$ cat config.mk
export PLATFORM = sky130hd
export DESIGN_NAME = mem_port_arbiter_flat
export DESIGN_NICKNAME = d
export VERILOG_FILES = /design/src/rtl/mem_port_arbiter_pkg.sv /design/src/rtl/mem_port_arbiter_if.sv /design/src/rtl/mem_port_arbiter_rr.sv /design/src/rtl/mem_port_arbiter.sv /design/src/flat_wrapper.sv
export SDC_FILE = /design/constraint.sdc
export NUM_CORES = 1
export LEC_CHECK = 0
export CAP_MARGIN = 20
export CORE_ASPECT_RATIO = 0.75
export CORE_UTILIZATION = 40
export CTS_BUF_LIST = sky130_fd_sc_hd__clkbuf_4 sky130_fd_sc_hd__clkbuf_8
export DETAILED_ROUTE_END_ITERATION = 8
export GPL_TIMING_DRIVEN = 1
export PLACE_DENSITY = 0.75
export SETUP_SLACK_MARGIN = 0.2
export SLEW_MARGIN = 20
export SYNTH_ARGS = -nofsm -noshare
export SYNTH_HDL_FRONTEND = slang
export SYNTH_SLANG_ARGS = --single-unit
$ cat constraint.sdc
create_clock -name clk -period 4.5 [get_ports clk]
set_clock_uncertainty 0.15 [all_clocks]
set_input_delay 0.9 -clock clk [delete_from_list [all_inputs] [get_ports clk]]
set_output_delay 0.9 -clock clk [all_outputs]
set_load 0.02 [all_outputs]
$ cat src/rtl/mem_port_arbiter_pkg.sv
// Shared definitions for the RAM port arbiter: access modes, RAM read/write
// polarity, controller state encoding and the alignment legality check.
package mem_pkg;

    localparam logic [1:0] BYTE     = 2'b00;
    localparam logic [1:0] HALFWORD = 2'b01;
    localparam logic [1:0] WORD     = 2'b10;

    localparam logic RAM_READ  = 1'b1;
    localparam logic RAM_WRITE = 1'b0;

    typedef enum logic [1:0] {IDLE, ACCESS, ERR, DONE} state_t;

    function automatic logic access_illegal(input logic [1:0] mode, input logic [1:0] addr_lo);
        case (mode)
            BYTE:     return 1'b0;
            HALFWORD: return addr_lo[0];
            WORD:     return addr_lo != 2'b00;
            default:  return 1'b1;
        endcase
    endfunction

endpackage

$ cat src/rtl/mem_port_arbiter_if.sv
// Requester and RAM-side signal bundle of the arbiter; slave is the arbiter's
// view, master is the view of the CPU control unit plus the RAM.
interface mem_port_arbiter_if #(
    parameter int ADDR_W = 8,
    parameter int DATA_W = 32
);
    logic              if_req;
    logic [ADDR_W-1:0] if_addr;
    logic              if_ack;
    logic [DATA_W-1:0] if_rdata;
    logic              if_err;

    logic              d_req;
    logic              d_we;
    logic [1:0]        d_mode;
    logic [ADDR_W-1:0] d_addr;
    logic [DATA_W-1:0] d_wdata;
    logic              d_ack;
    logic [DATA_W-1:0] d_rdata;
    logic              d_err;

    logic              ram_enable;
    logic              ram_w_r;
    logic [1:0]        ram_mode;
    logic [ADDR_W-1:0] ram_addr;
    logic [DATA_W-1:0] ram_data;
    logic              ram_moc;
    logic [DATA_W-1:0] ram_rdata;

    modport slave (
        input  if_req, if_addr, d_req, d_we, d_mode, d_addr, d_wdata, ram_moc, ram_rdata,
        output if_ack, if_rdata, if_err, d_ack, d_rdata, d_err,
        output ram_enable, ram_w_r, ram_mode, ram_addr, ram_data
    );

    modport master (
        output if_req, if_addr, d_req, d_we, d_mode, d_addr, d_wdata, ram_moc, ram_rdata,
        input  if_ack, if_rdata, if_err, d_ack, d_rdata, d_err,
        input  ram_enable, ram_w_r, ram_mode, ram_addr, ram_data
    );

endinterface

$ cat src/rtl/mem_port_arbiter_rr.sv
// Two-request round-robin arbiter; the last-grant register only moves when
// the controller is idle and actually grants someone.
module rr_arbiter2 (
    input  logic clk,
    input  logic rst_n,
    input  logic req_i,
    input  logic req_d,
    input  logic adv,
    output logic gnt_i,
    output logic gnt_d
);
    logic last_d;

    always_comb begin
        gnt_d = adv & req_d & (~req_i | ~last_d);
        gnt_i = adv & req_i & (~req_d | last_d);
    end

    // Reset value makes the data port win the first contended grant.
    always_ff @(posedge clk) begin
        if (!rst_n) begin
            last_d <= 1'b0;
        end else if (gnt_i || gnt_d) begin
            last_d <= gnt_d;
        end
    end

endmodule

$ cat src/rtl/mem_port_arbiter.sv
// Shares one RAM between the fetch and data ports: arbitrates, sequences the
// level-sensitive RAM enable/w_r/mode/MOC handshake and returns a one-cycle ack.
module mem_port_arbiter
    import mem_pkg::*;
#(
    parameter int ADDR_W      = 8,
    parameter int DATA_W      = 32,
    parameter int READ_WAIT   = 2,
    parameter int MOC_TIMEOUT = 8
) (
    input logic              clk,
    input logic              rst_n,
    mem_port_arbiter_if.slave bus
);
    state_t            state;
    logic [7:0]        cnt;
    logic              sel_d;
    logic              we_q;
    logic              gnt_i;
    logic              gnt_d;
    logic              idle;
    logic              req_we;
    logic [1:0]        req_mode;
    logic [ADDR_W-1:0] req_addr;
    logic [DATA_W-1:0] req_wdata;
    logic              moc_seen;

    assign idle = (state == IDLE);

    rr_arbiter2 u_rr (
        .clk   (clk),
        .rst_n (rst_n),
        .req_i (bus.if_req),
        .req_d (bus.d_req),
        .adv   (idle),
        .gnt_i (gnt_i),
        .gnt_d (gnt_d)
    );

    always_comb begin
        req_we    = gnt_d & bus.d_we;
        req_mode  = gnt_d ? bus.d_mode : WORD;
        req_addr  = gnt_d ? bus.d_addr : bus.if_addr;
        req_wdata = gnt_d ? bus.d_wdata : '0;
        // First ACCESS cycle may still see MOC left over from the previous write.
        moc_seen  = (cnt >= 8'd2) && bus.ram_moc;
    end

    always_ff @(posedge clk) begin
        if (!rst_n) begin
            state          <= IDLE;
            cnt            <= '0;
            sel_d          <= 1'b0;
            we_q           <= 1'b0;
            bus.if_ack     <= 1'b0;
            bus.if_err     <= 1'b0;
            bus.if_rdata   <= '0;
            bus.d_ack      <= 1'b0;
            bus.d_err      <= 1'b0;
            bus.d_rdata    <= '0;
            bus.ram_enable <= 1'b0;
            bus.ram_w_r    <= RAM_READ;
            bus.ram_mode   <= '0;
            bus.ram_addr   <= '0;
            bus.ram_data   <= '0;
        end else begin
            unique case (state)
                IDLE: begin
                    if (gnt_i || gnt_d) begin
                        sel_d <= gnt_d;
                        we_q  <= req_we;
                        if (access_illegal(req_mode, req_addr[1:0])) begin
                            state <= ERR;
                            if (gnt_d) begin
                                bus.d_ack   <= 1'b1;
                                bus.d_err   <= 1'b1;
                                bus.d_rdata <= '0;
                            end else begin
                                bus.if_ack   <= 1'b1;
                                bus.if_err   <= 1'b1;
                                bus.if_rdata <= '0;
                            end
                        end else begin
                            state          <= ACCESS;
                            cnt            <= 8'd1;
                            bus.ram_enable <= 1'b1;
                            bus.ram_w_r    <= req_we ? RAM_WRITE : RAM_READ;
                            bus.ram_mode   <= req_mode;
                            bus.ram_addr   <= req_addr;
                            bus.ram_data   <= req_wdata;
                        end
                    end
                end
                ACCESS: begin
                    cnt <= cnt + 8'd1;
                    if (!we_q) begin
                        if (cnt == 8'(READ_WAIT + 1)) begin
                            bus.ram_enable <= 1'b0;
                            state          <= DONE;
                            if (sel_d) begin
                                bus.d_ack   <= 1'b1;
                                bus.d_err   <= 1'b0;
                                bus.d_rdata <= bus.ram_rdata;
                            end else begin
                                bus.if_ack   <= 1'b1;
                                bus.if_err   <= 1'b0;
                                bus.if_rdata <= bus.ram_rdata;
                            end
                        end
                    end else if (moc_seen || cnt == 8'(MOC_TIMEOUT)) begin
                        bus.ram_enable <= 1'b0;
                        state          <= DONE;
                        bus.d_ack      <= 1'b1;
                        bus.d_err      <= ~moc_seen;
                        bus.d_rdata    <= '0;
                    end
                end
                ERR, DONE: begin
                    state      <= IDLE;
                    bus.if_ack <= 1'b0;
                    bus.if_err <= 1'b0;
                    bus.d_ack  <= 1'b0;
                    bus.d_err  <= 1'b0;
                end
                default: state <= IDLE;
            endcase
        end
    end

endmodule

$ cat src/flat_wrapper.sv
// flat-port wrapper written by rule: the top's interface ports become plain ports
module mem_port_arbiter_flat import mem_pkg::*;
#(
    parameter int ADDR_W      = 8,
    parameter int DATA_W      = 32,
    parameter int READ_WAIT   = 2,
    parameter int MOC_TIMEOUT = 8
)
  (clk, rst_n, bus_if_req, bus_if_addr, bus_d_req, bus_d_we, bus_d_mode, bus_d_addr, bus_d_wdata, bus_ram_moc, bus_ram_rdata, bus_if_ack, bus_if_rdata, bus_if_err, bus_d_ack, bus_d_rdata, bus_d_err, bus_ram_enable, bus_ram_w_r, bus_ram_mode, bus_ram_addr, bus_ram_data);
  mem_port_arbiter_if #(.ADDR_W(ADDR_W), .DATA_W(DATA_W)) bus_i ();
  input logic clk;
  input logic rst_n;
  input wire logic [$bits(bus_i.if_req)-1:0] bus_if_req;
  input wire logic [$bits(bus_i.if_addr)-1:0] bus_if_addr;
  input wire logic [$bits(bus_i.d_req)-1:0] bus_d_req;
  input wire logic [$bits(bus_i.d_we)-1:0] bus_d_we;
  input wire logic [$bits(bus_i.d_mode)-1:0] bus_d_mode;
  input wire logic [$bits(bus_i.d_addr)-1:0] bus_d_addr;
  input wire logic [$bits(bus_i.d_wdata)-1:0] bus_d_wdata;
  input wire logic [$bits(bus_i.ram_moc)-1:0] bus_ram_moc;
  input wire logic [$bits(bus_i.ram_rdata)-1:0] bus_ram_rdata;
  output wire logic [$bits(bus_i.if_ack)-1:0] bus_if_ack;
  output wire logic [$bits(bus_i.if_rdata)-1:0] bus_if_rdata;
  output wire logic [$bits(bus_i.if_err)-1:0] bus_if_err;
  output wire logic [$bits(bus_i.d_ack)-1:0] bus_d_ack;
  output wire logic [$bits(bus_i.d_rdata)-1:0] bus_d_rdata;
  output wire logic [$bits(bus_i.d_err)-1:0] bus_d_err;
  output wire logic [$bits(bus_i.ram_enable)-1:0] bus_ram_enable;
  output wire logic [$bits(bus_i.ram_w_r)-1:0] bus_ram_w_r;
  output wire logic [$bits(bus_i.ram_mode)-1:0] bus_ram_mode;
  output wire logic [$bits(bus_i.ram_addr)-1:0] bus_ram_addr;
  output wire logic [$bits(bus_i.ram_data)-1:0] bus_ram_data;
  assign bus_i.if_req = bus_if_req;
  assign bus_i.if_addr = bus_if_addr;
  assign bus_i.d_req = bus_d_req;
  assign bus_i.d_we = bus_d_we;
  assign bus_i.d_mode = bus_d_mode;
  assign bus_i.d_addr = bus_d_addr;
  assign bus_i.d_wdata = bus_d_wdata;
  assign bus_i.ram_moc = bus_ram_moc;
  assign bus_i.ram_rdata = bus_ram_rdata;
  assign bus_if_ack = bus_i.if_ack;
  assign bus_if_rdata = bus_i.if_rdata;
  assign bus_if_err = bus_i.if_err;
  assign bus_d_ack = bus_i.d_ack;
  assign bus_d_rdata = bus_i.d_rdata;
  assign bus_d_err = bus_i.d_err;
  assign bus_ram_enable = bus_i.ram_enable;
  assign bus_ram_w_r = bus_i.ram_w_r;
  assign bus_ram_mode = bus_i.ram_mode;
  assign bus_ram_addr = bus_i.ram_addr;
  assign bus_ram_data = bus_i.ram_data;
  mem_port_arbiter #(.ADDR_W(ADDR_W), .DATA_W(DATA_W), .READ_WAIT(READ_WAIT), .MOC_TIMEOUT(MOC_TIMEOUT)) u_core (.clk(clk), .rst_n(rst_n), .bus(bus_i));
endmodule
# Word level (Yosys, flattened, before mapping)
# Cells that the tools add are included.
totals:
  reg_bits: 125
  inputBits: 88
  out_inout_bits: 112
  word_cells: 127
op_classes:
  add_sub_neg: 1
  magnitude_cmp: 1
  eq_ne: 18
  mux: 62
  bitwise: 12
  n_reduce_logical: 17
op_table:
  columns: ["op", "count"]
  rows:
  - ["$mux W32", 14]
  - ["$pmux W32 S2", 2]
  - ["$mux W1", 29]
  - ["$mux W8", 3]
  - ["$pmux W8 S2", 1]
  - ["$pmux W1 S3", 5]
  - ["$reduce_and A7 Y1", 2]
  - ["$mux W2", 6]
  - ["$reduce_and A6 Y1", 2]
  - ["$reduce_and A3 Y1", 3]
  - ["$add A8 B1 Y8 const B", 1]
  - ["$eq A8 B2 Y1 const B", 1]
  - ["$eq A8 B4 Y1 const B", 1]
  - ["$ge A8 B2 Y1 const B", 1]
  - ["$ne A2 B1 Y1 const B", 4]
  - ["$ne A2 B2 Y1 const B", 4]
  - ["$eq A2 B2 Y1 const B", 3]
  - ["$ne A3 B1 Y1 const B", 2]
  - ["$pmux W2 S3", 1]
  - ["$and A1 B1 Y1", 5]
  - ["$not A1 Y1", 5]
  - ["$reduce_and A5 Y1", 1]
  - ["$eq A2 B1 Y1 const B", 2]
  - ["$logic_not A2 Y1", 2]
  - ["other kinds (8)", 11]

# Logic depth before layout (Yosys ltp)
depth:
  depth_word: 12
  depth_mapped: 8
  depth_no_buf: 7

# Cells and area by module
# Synthesis repeated with hierarchy kept, for this count alone.
hier_totals:
  cells_unflattened: 575
  area_unflattened_um2: 5106.1
modules_own_cells:
  columns: ["mod", "instances", "cells_each", "area_per_inst_um2", "seq_area_each_um2"]
  rows:
  - ["mem_port_arbiter", 1, 566, 5047.3, 2482.4]
  - ["rr_arbiter2", 1, 9, 58.8, 20.0]

# Worst setup path before layout
# Ideal clock, no wire load.
synth_timing:
  kind: "input to register"
  start: "input bus_d_req"
  end: "register u_core.bus.if_rdata[10]"
  setup_time_ps: 122
  arrival_ps: 2264
  required_time_ps: 4228
  path_slack_ps: 1965
  path_stages: 7
  n_path_buf: 2
  cell_sequence: "a21bo_2 -> o21ai_1 -> and2_1 -> buf_2 -> o21ai_1 -> clkbuf_1 -> o311a_1"
synth_between:
  elab_chain_len: 10
  word_cells_on_any_way: 20
  classes_between: "eq/ne (5); mux (6); bitwise (5); reduce/logical (4)"
synth_rtl:
  columns: ["item", "line_no", "rtl"]
  rows:
  - ["start: declaration", "flat_wrapper.sv:15", "input wire logic [$bits(bus_i.d_req)-1:0] bus_d_req;"]
  - ["$and A1 B1 Y1 (2 in a row)", "mem_port_arbiter_rr.sv:15", "gnt_d = adv & req_d & (~req_i | ~last_d);"]
  - ["$mux W2 / $mux W8 (equally long branches)", "mem_port_arbiter.sv:42, mem_port_arbiter.sv:43", null]
  - ["$eq A2 B2 Y1 (tied with other cells)", "mem_port_arbiter_pkg.sv:15", "case (mode)"]
  - ["$pmux W1 S3", "mem_port_arbiter_pkg.sv:15", null]
  - ["$mux W1", "mem_port_arbiter.sv:69", "if (gnt_i || gnt_d) begin"]
  - ["$mux W1", "mem_port_arbiter.sv:67", "unique case (state)"]
  - ["$mux W1", "mem_port_arbiter.sv:50", "if (!rst_n) begin"]
  - ["$ne A2 B1 Y1 (no source line)", null, null]
  - ["$reduce_and A7 Y1 (no source line) (*)", null, null]
  - ["end signal: assignment", "mem_port_arbiter.sv:107", "bus.if_rdata <= bus.ram_rdata;"]
  - ["end: declaration", "mem_port_arbiter_if.sv:32", "output if_ack, if_rdata, if_err, d_ack, d_rdata, d_err,"]
# Every way passes the cells marked *; elsewhere a longest branch is shown, timed or not. The select of a mux whose other input is x is not followed.
# A chain may end at the register's enable or synchronous reset.

# Worst setup path in the final report
layout_timing:
  start: "input bus_d_mode[0]"
  end: "register u_core.bus.d_rdata[30]"
layout_between:
  elab_chain_len: 8
  word_cells_on_any_way: 10
  classes_between: "eq/ne (3); mux (5); reduce/logical (2)"
layout_rtl:
  columns: ["item", "line_no", "rtl"]
  rows:
  - ["start: declaration", "flat_wrapper.sv:17", "input wire logic [$bits(bus_i.d_mode)-1:0] bus_d_mode;"]
  - ["$mux W2 (*)", "mem_port_arbiter.sv:42", "req_mode = gnt_d ? bus.d_mode : WORD;"]
  - ["$eq A2 B2 Y1 (tied with other cells)", "mem_port_arbiter_pkg.sv:15", null]
  - ["$pmux W1 S3 (*)", "mem_port_arbiter_pkg.sv:15", null]
  - ["$mux W1 (*)", "mem_port_arbiter.sv:69", null]
  - ["$mux W1 (*)", "mem_port_arbiter.sv:67", null]
  - ["$mux W1 (*)", "mem_port_arbiter.sv:50", null]
  - ["$ne A2 B1 Y1 (no source line) (*)", null, null]
  - ["$reduce_and A7 Y1 (no source line) (*)", null, null]
  - ["end signal: assignment", "mem_port_arbiter.sv:103", "bus.d_rdata <= bus.ram_rdata;"]
  - ["end: declaration", "mem_port_arbiter_if.sv:32", null]
# Marked as above.

==> impl_metrics.ini <==
[synthesis]
synth_top_family_by_area = compound AO/OA/AOI/OAI gates
synth_cell_types = 46
yosysTopAreaCellShare_pct = 45.75
synth_cells = 609
syn-mean-instance-area_um2 = 8.982
ys_seq_area_share_pct = 45.75
synthTopCellsByArea = dfxtp_1 (46%), mux2i_1 (7.3%), o311a_1 (6.0%), a31o_2 (5.1%), nand2_1 (4.9%)
syn_area_um2 = 5470
yosys.area_share.simple_pct = 16.58
synth_seq_cells = 125
synth_top_cell_by_area = dfxtp_1
synth_fa_ha_area_share_pct = 0.6862
ys_async_sr_fraction_pct = 0
synth-compound-area-share_pct = 24.18
syn_nets = 700
synth_mux_area_share_pct = 7.319
synth_xor_area_share_pct = 0.3202
yosysWarnings = 0
synth_edf_count = 0
yosys_most_used_dff = dfxtp_1

[timing]
hold_violations = 0
slew_headroom_pct = 35.34
rsz0062_at_grt = no
setup_violations = 0
min_period_ns = 2.967
worst_slack_ns = 1.533
tightest_slew_ns = 0.9698
maxSlewViolCount = 0
whs_ns = 0.3144
fin_crit_sh_pct = 65.93
fmax_ghz = 0.3370
tns_ns = 0

[cts]
tritoncts = yes
clkSlewWorstSetupHoldPaths_ns = 0.08
h-tree-depth = 4
postCtsHoldBufs = 0
root_buffer = clkbuf_8
postCtsSetupBuffers = 0
max-clock-path-buffers = 2
cts_inserted_buffers = 17
cts.repair.resized = 0
clkLatencyLatePin_ns = 0.43
cts.sinks = 125

[detailed_routing]
drt-wirelength-per-cell_um = 17.29
drt_iter0_markers = 367
drc = 0
drt_pass1_iterations = 5
drt-vias-per-instance = 5.630
vias = 5410
drt_wl_total_mm = 16.62
antenna_left = 0

[critical_path]
path_class = in -> reg
path_cells = clkdlybuf4s50_1, nor3_1, or2_2, nor2_1, o211ai_4, buf_4, mux2i_1
worstPathArrival_ns = 3.17
crit_start = bus_d_mode[0]
required_ns = 4.71
worst-path-buf-inv = 2
max_stage_delay_ns = 0.57
critical-path-top-delay-family = buffers and inverters
crit_path_start_kind = primary input
r2r_start = u_core.state[1]$_SDFFE_PN0P_
critPathSlowestCell = o211ai_4
cp-end-kind = flop
critPathMaxFanout = 18

[floorplanning]
std_cell_rows = 36
core_area_um2 = 13150
initial_core_util_pct = 41.59
die_area_um2 = 14150
dieWidth_um = 137.0
die_h_um = 103.3
io_pins = 200

[placement]
dp_cells = 929
post-dp-hpwl_mm = 11.12
pre_cts_ws_ns = 1.047
gp_congestion = 0.8364
numPortBuffers = 199

[layout]
finish.net_count = 868
area_growth_pct = 46.27
antenna_cells = 0
layout.cells.non_filler = 961
fin_util_pct = 60.84
drive_above_1_share_pct = 11.52
nFillCells = 1095

[global_routing]
grt_pass1_vias = 4999
met1_usage_pct = 30.32
globalRouteOverflowTotal = 0
grt_max_degree = 74
busiest_layer = met2
grt_pass1_wl_mm = 25.33
use_met2_pct = 37.18
grt_use_total_pct = 22.73
use_met3_pct = 4.240
antenna_found_initial = 0

[power]
p_leak_nw = 3.155
cellPowerDensity_nw_per_um2 = 381.5
ir_drop_mv = 0.1995

[min_path]
min-delay-start = u_core.bus.d_rdata[18]$_SDFFE_PN0P_
hold_path_class = reg -> reg

[outcome]
status = completed

[flow_run]
maxCapViolCount = 0
-- final cells by class --
class	count	area (µm²)	area share, %
timing repair buffer	210	2069	25.86
inverter	6	22.52	0.2815
multi-input combinational	417	2726	34.07
clock buffer	17	234.0	2.924
tap	171	214.0	2.674
clock inverter	15	232.7	2.909
sequential	125	2502	31.27
-- cell usage after synthesis (2+ instances only) --
master / count
nand3_1: 38
buf_2: 7
xor2_1: 2
nand2_1: 72
o311a_1: 33
or3_1: 2
nor2_1: 22
o21a_1: 4
o2111ai_1: 2
buf_6: 3
o21ai_1: 2
nand2b_1: 3
clkbuf_1: 51
o21ai_0: 40
a211oi_1: 13
or2_2: 3
inv_1: 5
a21oi_1: 42
nand3b_1: 2
a31oi_1: 2
and2_1: 3
dfxtp_1: 125
and3_1: 35
mux2i_1: 40
ha_1: 3
a31o_2: 32
nor3_1: 4
-- per-stage QoR --
| step | power (mW) | instance area, µm² |
|---|---|---|
| after floorplan | 1.632 | 5470 |
| after global placement | 1.892 | 7535 |
| after detailed placement | 1.905 | 7535 |
| after CTS | 3.065 | 8001 |
| after global routing | 3.178 | 8001 |
| final | 3.052 | 8001 |
-- worst reg2reg max path, stage by stage (launching register included) --
cell and delay [ns]:
dfxtp_1 0.79, buf_4 0.40, nor2b_4 0.07, o311a_1 0.18
a211oi_4 0.35, o211ai_4 0.31, buf_4 0.36, mux2i_1 0.18
-- registers in the layout, indices dropped and copies added (netlist names) --
| name | cells |
|---|---|
| u_core.bus.d_ack | 1 |
| u_core.bus.d_err | 1 |
| u_core.bus.d_rdata | 32 |
| u_core.bus.if_ack | 1 |
| u_core.bus.if_err | 1 |
| u_core.bus.if_rdata | 32 |
| u_core.bus.ram_addr | 8 |
| u_core.bus.ram_data | 32 |
| u_core.bus.ram_enable | 1 |
| u_core.bus.ram_mode | 2 |
| u_core.bus.ram_w_r | 1 |
| u_core.cnt | 8 |
| u_core.sel_d | 1 |
| u_core.state | 2 |
| u_core.u_rr.last_d | 1 |
| u_core.we_q | 1 |
-- cell families (layout without fill, tap and decap cells) --
kind of cell    Yosys count  in the layout
compound gates          182            182
xor+xnor                  2              2
fa+ha+maj                 3              3
buf+inv                  67            248
flops                   125            125
mux                      40             40
simple gates            190            190
-- cells in the final DEF, fill, tap and decap left out, types with 2 or more instances in the layout --
cell type,netlist,layout
a211oi_1,13,13
o21a_1,4,4
xor2_1,2,2
or2_2,3,3
inv_6,0,5
nand3b_1,2,2
buf_4,0,11
a31o_2,32,32
o2111ai_1,2,2
ha_1,3,3
a21oi_1,42,41
clkbuf_8,0,17
o21ai_0,40,39
inv_1,5,5
and3_1,35,35
nor3_1,4,3
mux2i_1,40,40
nor2_1,22,22
and2_1,3,3
dfxtp_1,125,125
o311a_1,33,33
nand3_1,38,37
nand2b_1,3,3
o21ai_2,0,2
clkinv_4,0,3
a31oi_1,2,2
nand2_1,72,72
clkdlybuf4s50_1,0,198
or3_1,2,2
bufinv_16,0,5
-- power breakdown --
group / total [mW] / internal (mW) / switching (mW)
Combinational: 0.681 / 0.279 / 0.401
Sequential: 1.20 / 1.16 / 0.0441
Clock: 1.17 / 0.670 / 0.498
-- final timing paths --
kind              slack (ns)                                  end  cells past startpoint
setup / recovery        1.53  u_core.bus.d_rdata[30]$_SDFFE_PN0P_                      7
hold / removal          0.31  u_core.bus.d_rdata[18]$_SDFFE_PN0P_                      2
setup reg to reg        1.61  u_core.bus.d_rdata[30]$_SDFFE_PN0P_                      7
hold reg to reg         0.31  u_core.bus.d_rdata[18]$_SDFFE_PN0P_                      2
-- routing by layer --
metal	up-vias	share of wire, %
met2	188	50
met3	21	5.2
met4	0	1.2
met5	-	0
li1	2568	-
met1	2633	44
No activity file was read; power rests on OpenSTA's default activity.
